$ cat src/rtl/alu_seq_if.sv
// Operand/op request and result/flags response bundle between decode and writeback.
interface alu_seq_if #(
  parameter int WIDTH = 8
);
  logic             in_valid;
  logic             in_ready;
  logic [WIDTH-1:0] a;
  logic [WIDTH-1:0] b;
  logic [2:0]       op;
  logic             out_valid;
  logic             out_ready;
  logic [WIDTH-1:0] result;
  logic             cout;
  logic             zero;
  logic             ovf;

  modport master (
    output in_valid, a, b, op, out_ready,
    input  in_ready, out_valid, result, cout, zero, ovf
  );

  modport slave (
    input  in_valid, a, b, op, out_ready,
    output in_ready, out_valid, result, cout, zero, ovf
  );
endinterface

$ cat src/rtl/alu_seq.sv
// Registered ALU: 1-cycle arith/logic, n+1-cycle shifts, WIDTH+1-cycle multiply under ALU_SEQ_MUL_EN.
// Result and flags hold in DONE until out_ready; in_ready only in IDLE.
module alu_seq #(
  parameter int WIDTH = 8
) (
  input logic   clk,
  input logic   rst_n,
  alu_seq_if.slave bus
);
  localparam int SHW = $clog2(WIDTH);
  localparam int MSB = WIDTH - 1;

  localparam logic [2:0] OP_ADD = 3'b000;
  localparam logic [2:0] OP_SUB = 3'b001;
  localparam logic [2:0] OP_AND = 3'b010;
  localparam logic [2:0] OP_OR  = 3'b011;
  localparam logic [2:0] OP_XOR = 3'b100;
  localparam logic [2:0] OP_SHL = 3'b101;
  localparam logic [2:0] OP_SHR = 3'b110;
  localparam logic [2:0] OP_MUL = 3'b111;

  typedef enum logic [1:0] {IDLE, EXEC, DONE} state_t;

  state_t           state_q, state_d;
  logic [2:0]       op_q, op_d;
  logic [WIDTH-1:0] work_q, work_d;
  logic [SHW:0]     cnt_q, cnt_d;
  logic [WIDTH-1:0] result_q, result_d;
  logic             cout_q, cout_d;
  logic             zero_q, zero_d;
  logic             ovf_q, ovf_d;

  logic             is_sub;
  logic [WIDTH-1:0] b_eff;
  logic [WIDTH:0]   sum;
  logic [SHW-1:0]   shamt;
  logic [WIDTH-1:0] shl_v, shr_v;
  logic             last_step;

  logic [WIDTH-1:0] alu_res;
  logic             alu_cout, alu_ovf, alu_multi;
  logic [SHW:0]     start_cnt;

`ifdef ALU_SEQ_MUL_EN
  logic [2*WIDTH-1:0] acc_q, acc_d;
  logic [WIDTH-1:0]   mcand_q, mcand_d;
  logic [WIDTH:0]     mstep;

  // Upper half gathers the partial products; lower half drains the multiplier bits.
  assign mstep = {1'b0, acc_q[2*WIDTH-1:WIDTH]} + (acc_q[0] ? {1'b0, mcand_q} : '0);
`endif

  assign is_sub    = (bus.op == OP_SUB);
  assign b_eff     = is_sub ? ~bus.b : bus.b;
  assign sum       = {1'b0, bus.a} + {1'b0, b_eff} + {{WIDTH{1'b0}}, is_sub};
  assign shamt     = bus.b[SHW-1:0];
  assign shl_v     = {work_q[MSB-1:0], 1'b0};
  assign shr_v     = {1'b0, work_q[MSB:1]};
  assign last_step = (cnt_q == (SHW+1)'(1));

  always_comb begin
    alu_res   = '0;
    alu_cout  = 1'b0;
    alu_ovf   = 1'b0;
    alu_multi = 1'b0;
    start_cnt = {1'b0, shamt};
    case (bus.op)
      OP_ADD, OP_SUB: begin
        alu_res  = sum[MSB:0];
        alu_cout = sum[WIDTH];
        alu_ovf  = (bus.a[MSB] == b_eff[MSB]) && (sum[MSB] != bus.a[MSB]);
      end
      OP_AND: alu_res = bus.a & bus.b;
      OP_OR:  alu_res = bus.a | bus.b;
      OP_XOR: alu_res = bus.a ^ bus.b;
      OP_SHL, OP_SHR: begin
        alu_res   = bus.a;
        alu_multi = (shamt != '0);
      end
      OP_MUL: begin
`ifdef ALU_SEQ_MUL_EN
        alu_multi = 1'b1;
        start_cnt = (SHW+1)'(WIDTH);
`endif
      end
    endcase
  end

  always_comb begin
    state_d  = state_q;
    op_d     = op_q;
    work_d   = work_q;
    cnt_d    = cnt_q;
    result_d = result_q;
    cout_d   = cout_q;
    zero_d   = zero_q;
    ovf_d    = ovf_q;
`ifdef ALU_SEQ_MUL_EN
    acc_d    = acc_q;
    mcand_d  = mcand_q;
`endif
    case (state_q)
      IDLE: begin
        if (bus.in_valid) begin
          op_d   = bus.op;
          work_d = bus.a;
          cnt_d  = start_cnt;
`ifdef ALU_SEQ_MUL_EN
          acc_d   = {{WIDTH{1'b0}}, bus.b};
          mcand_d = bus.a;
`endif
          if (alu_multi) begin
            state_d = EXEC;
          end else begin
            result_d = alu_res;
            cout_d   = alu_cout;
            ovf_d    = alu_ovf;
            zero_d   = (alu_res == '0);
            state_d  = DONE;
          end
        end
      end
      EXEC: begin
        cnt_d = cnt_q - (SHW+1)'(1);
        case (op_q)
          OP_SHL, OP_SHR: begin
            work_d = (op_q == OP_SHL) ? shl_v : shr_v;
            if (last_step) begin
              result_d = work_d;
              cout_d   = (op_q == OP_SHL) ? work_q[MSB] : work_q[0];
              zero_d   = (work_d == '0);
              ovf_d    = 1'b0;
              state_d  = DONE;
            end
          end
`ifdef ALU_SEQ_MUL_EN
          OP_MUL: begin
            acc_d = {mstep, acc_q[WIDTH-1:1]};
            if (last_step) begin
              result_d = acc_d[MSB:0];
              cout_d   = |acc_d[2*WIDTH-1:WIDTH];
              zero_d   = (acc_d[MSB:0] == '0);
              ovf_d    = 1'b0;
              state_d  = DONE;
            end
          end
`endif
          default: state_d = IDLE;
        endcase
      end
      DONE: begin
        if (bus.out_ready) state_d = IDLE;
      end
      default: state_d = IDLE;
    endcase
  end

  always_ff @(posedge clk or negedge rst_n) begin
    if (!rst_n) begin
      state_q  <= IDLE;
      op_q     <= '0;
      work_q   <= '0;
      cnt_q    <= '0;
      result_q <= '0;
      cout_q   <= 1'b0;
      zero_q   <= 1'b0;
      ovf_q    <= 1'b0;
`ifdef ALU_SEQ_MUL_EN
      acc_q    <= '0;
      mcand_q  <= '0;
`endif
    end else begin
      state_q  <= state_d;
      op_q     <= op_d;
      work_q   <= work_d;
      cnt_q    <= cnt_d;
      result_q <= result_d;
      cout_q   <= cout_d;
      zero_q   <= zero_d;
      ovf_q    <= ovf_d;
`ifdef ALU_SEQ_MUL_EN
      acc_q    <= acc_d;
      mcand_q  <= mcand_d;
`endif
    end
  end

  assign bus.in_ready  = (state_q == IDLE);
  assign bus.out_valid = (state_q == DONE);
  assign bus.result    = result_q;
  assign bus.cout      = cout_q;
  assign bus.zero      = zero_q;
  assign bus.ovf       = ovf_q;
endmodule
$ cat src/flat_wrapper.sv
// flat-port wrapper written by rule: the top's interface ports become plain ports
module alu_seq_flat 
#(
  parameter int WIDTH = 8
)
  (clk, rst_n, bus_in_valid, bus_a, bus_b, bus_op, bus_out_ready, bus_in_ready, bus_out_valid, bus_result, bus_cout, bus_zero, bus_ovf);
  alu_seq_if #(.WIDTH(WIDTH)) bus_i ();
  input logic clk;
  input logic rst_n;
  input wire logic [$bits(bus_i.in_valid)-1:0] bus_in_valid;
  input wire logic [$bits(bus_i.a)-1:0] bus_a;
  input wire logic [$bits(bus_i.b)-1:0] bus_b;
  input wire logic [$bits(bus_i.op)-1:0] bus_op;
  input wire logic [$bits(bus_i.out_ready)-1:0] bus_out_ready;
  output wire logic [$bits(bus_i.in_ready)-1:0] bus_in_ready;
  output wire logic [$bits(bus_i.out_valid)-1:0] bus_out_valid;
  output wire logic [$bits(bus_i.result)-1:0] bus_result;
  output wire logic [$bits(bus_i.cout)-1:0] bus_cout;
  output wire logic [$bits(bus_i.zero)-1:0] bus_zero;
  output wire logic [$bits(bus_i.ovf)-1:0] bus_ovf;
  assign bus_i.in_valid = bus_in_valid;
  assign bus_i.a = bus_a;
  assign bus_i.b = bus_b;
  assign bus_i.op = bus_op;
  assign bus_i.out_ready = bus_out_ready;
  assign bus_in_ready = bus_i.in_ready;
  assign bus_out_valid = bus_i.out_valid;
  assign bus_result = bus_i.result;
  assign bus_cout = bus_i.cout;
  assign bus_zero = bus_i.zero;
  assign bus_ovf = bus_i.ovf;
  alu_seq #(.WIDTH(WIDTH)) u_core (.clk(clk), .rst_n(rst_n), .bus(bus_i));
endmodule
$ cat config.mk
export PLATFORM = sky130hd
export DESIGN_NAME = alu_seq_flat
export DESIGN_NICKNAME = d
export VERILOG_FILES = /design/src/rtl/alu_seq_if.sv /design/src/rtl/alu_seq.sv /design/src/flat_wrapper.sv
export SDC_FILE = /design/constraint.sdc
export NUM_CORES = 1
export LEC_CHECK = 0
export ABC_AREA = 1
export CORE_MARGIN = 2
export CORE_UTILIZATION = 55
export DETAILED_ROUTE_END_ITERATION = 8
export PLACE_DENSITY_LB_ADDON = 0.08
export SLEW_MARGIN = 20
export SYNTH_ARGS = -nofsm -noshare
export SYNTH_HDL_FRONTEND = slang
export SYNTH_SLANG_ARGS = --single-unit
$ cat constraint.sdc
create_clock -name clk -period 1.8 [get_ports clk]
set_input_delay 0.36 -clock clk [delete_from_list [all_inputs] [get_ports clk]]
set_output_delay 0.36 -clock clk [all_outputs]
set_load 0.05 [all_outputs]
# After elaboration in Yosys (flattened, before gate mapping)
# Index checks and enable logic that the tools add are counted.
[word_totals]
output_inout_bits = 13
n_memories = 0
register_bits = 28
latchBits = 0
rom_bits = 0
in_bits = 23
ram_bits = 0
word_cells = 87
[classes]
mux = 38
n_reduce_logical = 15
n_lt_le_gt_ge = 0
n_shift = 0
eq_ne = 19
n_bitwise = 4
div_mod_pow = 0
addsub = 3
n_mul = 0
[op_table]
columns = ["operator", "count"]
rows = [
  ["$mux 8", 8],
  ["$pmux 8 s5", 1],
  ["$pmux 8 s2", 2],
  ["$logic_not 8->1", 2],
  ["$mux 1", 16],
  ["$eq 3x3->1 const B", 5],
  ["$mux 2", 5],
  ["$add 8x8->9", 1],
  ["$add 9x1->9", 1],
  ["$and 8x8->8", 1],
  ["$not 8->8", 1],
  ["$or 8x8->8", 1],
  ["$pmux 4 s2", 1],
  ["$xor 8x8->8", 1],
  ["$eq 3x2->1 const B", 2],
  ["$ne 2x2->1 const B", 3],
  ["$pmux 1 s2", 3],
  ["$pmux 2 s3", 1],
  ["$reduce_and 3->1", 2],
  ["$reduce_or 2->1", 3],
  ["$reduce_and 5->1", 1],
  ["$eq 4x1->1 const B", 1],
  ["$mux 4", 1],
  ["$ne 2x1->1 const B", 2],
  ["other kinds (13)", 14],
]

# Longest topological paths before layout
# Gate-level depths: netlist (run 1).
[logic_depth]
depth_word = 10
mapped_depth = 17
ltp_nobuf = 16

# Worst setup path after synthesis (run 1)
# No wires, ideal clock.
[synth_timing]
kind = "input-to-reg"
from = "in bus_op[1]"
to = "reg u_core.zero_q (netlist: u_core.bus.zero)"
arrival_ns = 2.348
stages = 16
path_slack_ns = -0.620
setup_ns = 0.072
t_required_ns = 1.728
path_buffers = 1
path_cell_list = "buf_6 > nor2_4 > nand2_1 > xor2_1 > fa_1 > nor2_1 > nor2_1 > nor2_1 > nand3_1 > nor2_1 > nand3_1 > nor2_1 > nand2_1 > nor2_1 > nor2_1 > nor2_1"
[synth_via]
elab_chain_cells = 9
word_cells_on_any_way = 20
cone_classes = "add/sub (2); eq/ne (7); mux (6); reduce/logical (5)"
[synth_lines]
columns = ["element", "line_no", "source"]
rows = [
  ["start, declared", "flat_wrapper.sv:13", "input wire logic [$bits(bus_i.op)-1:0] bus_op;"],
  ["$eq 3x1->1", "alu_seq.sv:53, alu_seq.sv:67", ""],
  ["$mux 8", "alu_seq.sv:54", "assign b_eff = is_sub ? ~bus.b : bus.b;"],
  ["$add 8x8->9", "alu_seq.sv:55", "assign sum = {1'b0, bus.a} + {1'b0, b_eff} + {{WIDTH{1'b0}}, is_sub};"],
  ["$add 9x1->9", "alu_seq.sv:55", ""],
  ["$pmux 8 s5", "alu_seq.sv:67", "case (bus.op)"],
  ["$logic_not 8->1", "alu_seq.sv:118", "zero_d = (alu_res == '0);"],
  ["$mux 1", "alu_seq.sv:112", "if (alu_multi) begin"],
  ["$mux 1", "alu_seq.sv:104", "if (bus.in_valid) begin"],
  ["$pmux 1 s2", "alu_seq.sv:102", "case (state_q)"],
  ["end signal, assigned", "alu_seq.sv:179", "zero_q <= zero_d;"],
  ["end, declared", "alu_seq.sv:30", "logic zero_q, zero_d;"],
]
# Several ways; a longest one is shown, not always the timed one. The select of a mux whose other input is x is not followed.
# A chain may end at the register's enable or synchronous reset.

# Worst setup path after layout (run 1)
[layout_timing]
from = "in bus_op[2]"
to = "reg u_core.zero_q (netlist: u_core.bus.zero)"
# The elaborated chain is that of the path after synthesis.

==> results of run 1 <==
synthesized netlist by cell type, drive strengths merged:
master	count
nor2	38
nor3	3
o2bb2ai	1
nand3b	1
o31ai	2
nand4	10
a22oi	5
inv	62
a21oi	14
clkbuf	4
fa	1
and2	1
ha	25
a31oi	8
buf	5
nand2	77
o22ai	6
dfrtp	28
o21ai	23
xor2	9
o21bai	1
nand3	29
o211ai	3
or2	5
a211oi	2
kinds of logic (layout without fill, tap and decap cells):
logic type | count (synthesis) | after routing | synth area share, %
AOI/OAI and AO/OA | 65 | 65 | 15.0
buffers and inverters | 71 | 173 | 11.3
xor gates and xnor gates | 9 | 9 | 3.13
DFF | 28 | 28 | 27.8
adders and majority gates | 26 | 26 | 13.2
and+or+nand+nor | 164 | 164 | 29.6
cell usage in the layout, fill, tap and decap left out, types with 9 or more instances in the layout:
cell,n
nor2_1,31
nand2_1,56
clkdlybuf4s50_1,10
dlygate4sd2_1,9
nand4_1,10
a21oi_1,11
nand3_1,23
inv_1,54
dfrtp_1,27
nand2_2,18
o21ai_0,21
ha_1,23
buf_4,75
per-layer routing:
metal | GRT usage (%) | vias to the layer above | share of wire (%)
li1 | - | 1393 | -
met1 | 39.6 | 1335 | 40
met2 | 53.3 | 146 | 50
met3 | 4.08 | 34 | 7.0
met4 | 12.6 | 0 | 3.3
met5 | 0 | - | 0
power groups by stage:
stage | Clock (mW) | Combinational, mW | Sequential (mW)
floorplan | 0 | 1.12 | 1.49
global placement | 0 | 2.32 | 1.10
detailed placement | 0 | 2.37 | 1.13
CTS | 0.498 | 2.45 | 1.12
global route | 0.514 | 2.81 | 1.16
finish | 0.507 | 2.59 | 1.13
state kept, by name, summed over array words and instances (netlist names):
signal,cells
u_core.work_q,8
u_core.cnt_q,4
u_core.bus.zero,1
u_core.bus.result,8
u_core.op_q,3
u_core.bus.cout,1
u_core.bus.ovf,1
u_core.state_q,2
cell type report:
cell class | instances | share of cell area, %
well taps | 52 | 1.75
flip-flops and latches | 28 | 18.9
multi-input cells | 264 | 46.4
repair buffers | 107 | 24.8
inverters | 62 | 6.26
clock inverters | 1 | 0.807
clock buffers | 3 | 1.11
timing repair:
action,CTS,global route
resized for setup,42,29
buffers inserted,9,3
hold buffers,0,0
pin swaps,30,30
hold endpoints to repair,0,0
endpoints found under the setup margin,12,13
worst paths after layout:
path                       slack [ns]  depth (start not counted)      startpoint                 to
max in group asynchronous        1.07                          2           rst_n  u_core.state_q[0]
min in group clk                 0.50                          2  u_core.op_q[1]     u_core.op_q[1]
min reg2reg                      0.50                          2  u_core.op_q[1]     u_core.op_q[1]
max reg2reg                         0                          8  u_core.op_q[1]    u_core.bus.zero
max                             -0.32                         16       bus_op[2]    u_core.bus.zero
min                              0.45                          2           rst_n  u_core.state_q[0]
stage by stage:
step	power, mW	area [um^2]
5_1_grt	4.48	3720
3_3_place_gp	3.42	3390
6_report	4.22	3720
2_1_floorplan	2.61	2560
3_5_place_dp	3.50	3390
4_1_cts	4.07	3580
worst max-delay path: stages:
cell and delay, ns:
buf_6 0.10, nor2_4 0.13, nand2_4 0.13, xor2_1 0.19
ha_1 0.35, inv_1 0.09, o21bai_2 0.16, nand3_1 0.13
and2_4 0.17, nand2_2 0.07, nand2_1 0.07, nand3_1 0.09
nand3_1 0.07, nor2_1 0.10, nor2_1 0.04, nor2_1 0.09
==> impl_metrics.toml, run 1 <==
[timing]
hold_viol_final = 0
fin_crit_sh_pct = 118
whs_ns = 0.449
fmaxAchievable_ghz = 0.472
fin_ws_ns = -0.318
rsz0062_at_grt = "true"
tightest_slew_ns = 0.376
fin_worst_skew_ns = 0.00261
finalMaxSlewViolations = 0
slew-limit-headroom_pct = 74.7
setup_viol = 8
finalSetupTns_ns = -1.81
layout_min_cycle_time_ns = 2.12

[clocking]
root_buffer = "clkbuf_8"
cts_inserted_buffers = 3
clk_pin_slew_worst_paths_ns = 0.10
htreeDepth = 1
cts_tree = "yes"
clk_latency_ns = 0.28
clock-sinks = 28
clock_path_buffers = 2

[grt]
grt_overflow = 0
grt_util_all_layers_pct = 31.1
grt_max_degree = 29
antenna_found_initial = 0
grt_pass1_vias = 2798
grt_first_pass_wirelength_um = 12700

[floorplanning]
start_util_pct = 57.5
die_w_um = 71.7
fp-row-count = 24
core_mm2 = 0.00438
dieArea_mm2 = 0.00514
dieHeight_um = 71.7
io_pins = 36

[hold_path]
min_path_type = "input port to async pin"

[routing]
wl_um = 7980
vias_per_cell = 5.62
firstDrtPassIters = 5
route.vias.total = 2908
drc = 0
first_iter_violations = 376
wl_per_cell_um = 15.4
ant_nets = 0

[placed_design]
dp.cells = 502
dpl.hpwl_um = 5760
place.gp.congestion = 0.882
pre_cts_ws_ns = -0.898
portBuffers = 35

[finish]
area_growth_syn_to_layout_pct = 47.5
multi_input_area_mm2 = 0.00173
diodes = 0
final_util_pct = 84.8
n_fill_cell = 271
regArea_um2 = 702
drive_gt1_share_pct = 32.9
instances_no_fill = 517
nets = 515

[setup_path]
critPathArrivalTime_ns = 2.34
crit_path_start_kind = "input port"
worstSetupEndpointType = "register"
timing_worst_setup_path_type = "input port to register"
worstPathMaxFanout = 6
crit_required_ns = 2.02

[yosys]
ys_seq_elements = 28
ys_warn_count = 0
ys_types = 32
synth_area_mm2 = 0.00252
synth_area_per_cell_um2 = 6.95
synth_seq_area_share_pct = 27.8
yosys.area.top_type = "dfrtp_1"
synthTopCellsByArea = "dfrtp_1 (28%), ha_1 (12%), nand2_1 (10%)"
syn_nets = 412
yosysTopAreaCellShare_pct = 27.8
synthCells = 363

[power_and_ir_drop]
clkPwrFrac_pct = 12.0
seqPwrFrac_pct = 26.7
swShare_pct = 47.6
ir_drop_uv = 601
p_per_area_mw_per_mm2 = 1140
p_int_mw = 2.21
power.switching_mw = 2.01
p_leak_nw = 1.92
pwr-share-comb_pct = 61.3

[flow_run]
drv_cap = 0

[status]
violations = "setup timing"
status = "complete, but fails checks"
(Power assumes the default switching activity.)
==> run 2: changes to the inputs <==
--- a/config.mk
+++ b/config.mk
@@ -10,7 +10,8 @@
 export CORE_UTILIZATION = 55
 export DETAILED_ROUTE_END_ITERATION = 8
 export PLACE_DENSITY_LB_ADDON = 0.08
-export SLEW_MARGIN = 20
+export RECOVER_POWER = 25
+export SLEW_MARGIN = 5
 export SYNTH_ARGS = -nofsm -noshare
 export SYNTH_HDL_FRONTEND = slang
 export SYNTH_SLANG_ARGS = --single-unit
==> run 2 against run 1 <==
The run still ends with setup timing left. Flip-flop and latch count did not move. Final cell count unchanged. Global-route usage unchanged. Clock skew about the same. Maximum frequency is 0.12% higher. Routed wire length grew 0.24%. Register-to-register slack is essentially flat. Critical path depth decreased by 1. Core utilization down 0.057 points. Critical path type unchanged. Largest cell class unchanged.
==> impl_metrics.toml, run 2 (synthesis results as in run 1) <==
[status]
status = "complete, but fails checks"
violations = "setup timing"

[routing]
wl_per_cell_um = 15.5
drc = 0
wl_um = 8000
route.vias.total = 2907
vias_per_cell = 5.62
maxUsedRoutingLayer = "met4"
wl_met3_um = 619
first_iter_violations = 373
ant_nets = 0
met2_wirelength_um = 3950
firstDrtPassIters = 6
wl_met1_um = 3130

[setup_path]
crit_path_start_kind = "input port"
crit_required_ns = 1.98
critPathMaxStageDelay_ns = 0.35
regToRegSetupSlack_ns = 0
timing_worst_setup_path_type = "input port to register"
critical_path.top_delay_family = "simple AND/OR/NAND/NOR gates"
critPathArrivalTime_ns = 2.30
cp_cell_sequence = "buf_6 > nor2_4 > nand2_4 > xor2_1 > ha_1 > inv_1 > o21bai_2 > nand3_1 > and2_4 > nand2_2 > nand2_1 > nand3_1 > nand3_1 > nand3_1 > nand2_1"
crit_top_cell = "nand3_1"
cp.buffers_inverters = 2
cp_slowest_cell = "ha_1"
worstSetupEndpointType = "register"
worstPathMaxFanout = 6

[floorplanning]
dieArea_mm2 = 0.00514
fp-row-count = 24
core_mm2 = 0.00438
dieHeight_um = 71.7
die_w_um = 71.7
start_util_pct = 57.5
io_pins = 36

[clocking]
htreeDepth = 1
holdBufCountCts = 0
cts_tree = "yes"
cts_inserted_buffers = 3
clk_latency_ns = 0.28
clock-sinks = 28
clk_pin_slew_worst_paths_ns = 0.10
root_buffer = "clkbuf_8"
clock_path_buffers = 2

[finish]
drive_gt1_share_pct = 32.9
diodes = 0
final_common_cell = "buf_4"
fin_area_mm2 = 0.00372
area_growth_syn_to_layout_pct = 47.4
nets = 515
instances_no_fill = 517
mostFrequentLayoutCells = "buf_4 (74), nand2_1 (56), inv_1 (54)"
n_fill_cell = 272

[placed_design]
portBuffers = 35
placed_area_mm2 = 0.00339
dp.cells = 502
dpl.hpwl_um = 5760
place.gp.congestion = 0.882

[grt]
grt_overflow = 0
antenna_found_initial = 0
grt_util_all_layers_pct = 31.1
grt_pass1_vias = 2798
grt_first_pass_wirelength_um = 12700
grt_max_degree = 29

[timing]
fin_worst_skew_ns = 0.00227
tightest_slew_ns = 0.697
finalMaxSlewViolations = 0
slew-limit-headroom_pct = 53.5
fin_ws_ns = -0.316
rsz0062_at_grt = "true"
fin_crit_sh_pct = 118
setup_viol = 8
layout_min_cycle_time_ns = 2.12
fmaxAchievable_ghz = 0.473
hold_viol_final = 0

[power_and_ir_drop]
pwr-share-comb_pct = 61.3
power.switching_mw = 2.02
p_leak_nw = 1.92
clkPwrFrac_pct = 12.1
swShare_pct = 47.7
ir_drop_uv = 602
p_per_area_mw_per_mm2 = 1140
seqPwrFrac_pct = 26.7
p_int_mw = 2.21

[flow_run]
drv_cap = 0

[hold_path]
min_path_type = "register to register"
-- run 2: metal layers --
| metal | up-vias | track usage [%] |
|---|---|---|
| li1 | 1393 | - |
| met3 | 41 | 4.08 |
| met2 | 156 | 53.3 |
| met4 | 0 | 12.6 |
| met5 | - | 0 |
| met1 | 1317 | 39.6 |
-- run 2: worst paths after layout --
kind	startpoint	to	cells after the start
worst max-delay path	bus_op[2]	u_core.bus.result[7]	15
max in group asynchronous	rst_n	u_core.state_q[0]	2
min in group asynchronous	rst_n	u_core.state_q[0]	2
worst min-delay path	u_core.bus.result[7]	u_core.bus.result[7]	2
worst min register to register	u_core.bus.result[7]	u_core.bus.result[7]	2
worst max register to register	u_core.op_q[1]	u_core.bus.zero	8
-- run 2: worst reg2reg max path, stage by stage, from the launching register on --
cell     delay, ns
dfrtp_1       0.39
inv_1         0.07
nand3_1       0.10
buf_4         0.20
o21ai_0       0.28
nand4_1       0.16
o31ai_1       0.36
nor2_1        0.09
nor2_1        0.09
-- run 2: area by class of cell --
class | instances | area, um^2 | share of cell area (%)
Inverter | 62 | 233 | 6.26
Tap cell | 52 | 65.1 | 1.75
Timing Repair Buffer | 107 | 921 | 24.8
Clock inverter | 1 | 30.0 | 0.808
Sequential cell | 28 | 702 | 18.9
Clock buffer | 3 | 41.3 | 1.11
Multi-Input combinational cell | 264 | 1730 | 46.4
-- run 2: timing repair --
action	4_1_cts	5_1_grt
endpoints found under the setup margin	12	13
resized for setup	42	29
pin swaps	30	30
buffers inserted	9	3
-- run 2: power by group through the flow --
stage | Combinational, mW | Clock [mW] | Sequential [mW]
CTS | 2.45 | 0.498 | 1.12
floorplan | 1.12 | 0 | 1.49
finish | 2.59 | 0.511 | 1.13
global route | 2.81 | 0.514 | 1.16
global placement | 2.32 | 0 | 1.10
detailed placement | 2.37 | 0 | 1.13
-- run 2: stage by stage --
step           setup TNS, ns  utilization [%]  power (mW)  hold slack [ns]  setup WS (ns)
2_1_floorplan          -2.42                -        2.61           0.0644         -0.411
3_3_place_gp           -8.04             77.2        3.42            0.467         -0.850
3_5_place_dp           -8.89             77.2        3.50            0.472         -0.898
4_1_cts               -0.855             81.6        4.07            0.474         -0.240
5_1_grt                -2.99             84.8        4.48            0.546         -0.501
6_report               -1.77             84.8        4.23            0.497         -0.316
==> run 3: changes to the inputs <==
--- a/config.mk
+++ b/config.mk
@@ -6,7 +6,6 @@
 export NUM_CORES = 1
 export LEC_CHECK = 0
 export ABC_AREA = 1
-export CORE_MARGIN = 2
 export CORE_UTILIZATION = 55
 export DETAILED_ROUTE_END_ITERATION = 8
 export PLACE_DENSITY_LB_ADDON = 0.08
==> run 3 against run 2 <==
The run still ends with setup timing left. Via count is 1.5% higher. Global-route usage is 1.2 points higher. Sequential power is essentially flat. Clock skew rose by 0.0023 ns. Highest routed layer unchanged.
==> impl_metrics.toml, run 3 (synthesis results as in run 1) <==
[placed_design]
place.gp.congestion = 0.864
pre_cts_ws_ns = -0.908
portBuffers = 35
dpl.hpwl_um = 5790

[grt]
grt_first_pass_wirelength_um = 12700
grt_pass1_vias = 2737
antenna_found_initial = 0
grt_max_degree = 29
grt_util_all_layers_pct = 32.3
grt_overflow = 0

[power_and_ir_drop]
ir_drop_uv = 536
total_power_mw = 4.19
p_per_area_mw_per_mm2 = 1140
p_leak_nw = 1.93

[finish]
diodes = 0
nets = 517
area_growth_syn_to_layout_pct = 46.1
mostFrequentLayoutCells = "buf_4 (79), nand2_1 (61), inv_1 (56)"
n_fill_cell = 275
drive_gt1_share_pct = 31.7
final_common_cell = "buf_4"

[setup_path]
cp.buffers_inverters = 5
crit_path_start_kind = "input port"
worstPathMaxFanout = 4
critical_path.top_delay_family = "simple AND/OR/NAND/NOR gates"
critPathMaxStageDelay_ns = 0.25
critPathArrivalTime_ns = 2.30
r2r_cells = 8
regToRegSetupSlack_ns = -0.01
timing_worst_setup_path_type = "input port to register"
cp_slowest_cell = "dlygate4sd2_1"
r2r_start = "u_core.state_q[0]"
worstSetupEndpointType = "register"
r2r_end = "u_core.bus.zero"
cp-startpoint = "bus_b[4]"
cp_cell_sequence = "dlygate4sd2_1 > inv_1 > xor2_2 > ha_4 > inv_1 > o21bai_2 > buf_4 > nor2_1 > nand2_1 > nand2_1 > nand3_1 > nand2_1 > inv_1 > nand2_1 > nor2_1 > nor2_1 > nor2_1"
crit_required_ns = 1.98

[floorplanning]
dieHeight_um = 69.7
io_pins = 36
fp-row-count = 24
dieArea_mm2 = 0.00486
die_w_um = 69.7
core_mm2 = 0.00438
start_util_pct = 57.5

[timing]
hold_viol_final = 0
fmaxAchievable_ghz = 0.472
rsz0062_at_grt = "true"
tightest_slew_ns = 0.693
fin_worst_skew_ns = 0.00455
fin_crit_sh_pct = 118
finalMaxSlewViolations = 0
slew-limit-headroom_pct = 53.8
layout_min_cycle_time_ns = 2.12
setup_viol = 9
fin_ws_ns = -0.317

[clocking]
htreeDepth = 1
root_buffer = "clkbuf_8"
clock-sinks = 28
clk_pin_slew_worst_paths_ns = 0.10
cts_tree = "yes"
holdBufCountCts = 0
clock_path_buffers = 2
clk_latency_ns = 0.28
cts_inserted_buffers = 3

[routing]
ant_nets = 0
wl_um = 8100
wl_per_cell_um = 15.6
drc = 0
firstDrtPassIters = 5
route.vias.total = 2952
first_iter_violations = 365
vias_per_cell = 5.69

[hold_path]
min_path_type = "register to register"
hold_depth = 2
hp-start = "u_core.bus.result[7]"
hold_end = "u_core.bus.result[7]"

[flow_run]
drv_cap = 0

[status]
status = "complete, but fails checks"
violations = "setup timing"
==> run 3: per-layer routing <==
layer	part of all wire [%]	routed length [um]	up-vias	GRT usage (%)
li1	-	-	1401	-
met1	40	3260	1366	42.0
met2	50	4040	153	56.6
met3	6.5	523	32	3.34
met4	3.3	269	0	9.33
met5	0	0	-	0
==> run 3: power breakdown <==
group / leakage, nW / internal (mW) / switching, mW
Sequential: 0.333 / 0.922 / 0.194
Combinational: 1.56 / 0.984 / 1.59
Clock: 0.0357 / 0.298 / 0.199
Total: 1.93 / 2.20 / 1.99
==> run 3: final cells by class <==
class / count / area (um^2) / share of cell area [%]
clock buffers: 3 / 41.3 / 1.12
clock inverters: 1 / 30.0 / 0.815
inverters: 62 / 233 / 6.31
multi-input cells: 264 / 1710 / 46.4
flip-flops and latches: 28 / 701 / 19.0
well taps: 52 / 65.1 / 1.77
repair buffers: 109 / 906 / 24.6
==> run 3: worst min-delay path, delay by kind of cell, from the launching register on <==
family           cells  cell delay, ns
DFF                  1            0.36
and+or+nand+nor      2            0.12
==> run 3: how the worst max path moves through the flow <==
| stage | end | cells past startpoint |
|---|---|---|
| floorplan | u_core.bus.zero | 16 |
| global placement | u_core.bus.zero | 16 |
| detailed placement | u_core.bus.result[3] | 14 |
| CTS | u_core.bus.result[3] | 14 |
| global route | u_core.bus.zero | 17 |
| finish | u_core.bus.zero | 17 |
==> run 3: through the flow <==
stage / instance area [um^2] / util, % / cells / TNS (ns) / hold WS [ns]
floorplan: 2560 / - / 363 / -2.42 / 0.0644
global placement: 3430 / 78.1 / 509 / -8.19 / 0.466
detailed placement: 3430 / 78.1 / 509 / -9.13 / 0.478
CTS: 3580 / 81.8 / 517 / -1.11 / 0.469
global route: 3690 / 84.1 / 519 / -2.42 / 0.552
finish: 3690 / 84.1 / 519 / -1.67 / 0.500
==> run 3: timing repair <==
action / 4_1_cts / 5_1_grt
endpoints found under the setup margin: 12 / 10
setup buffers: 4 / 3
resized for setup: 44 / 19
pin swaps: 24 / 14
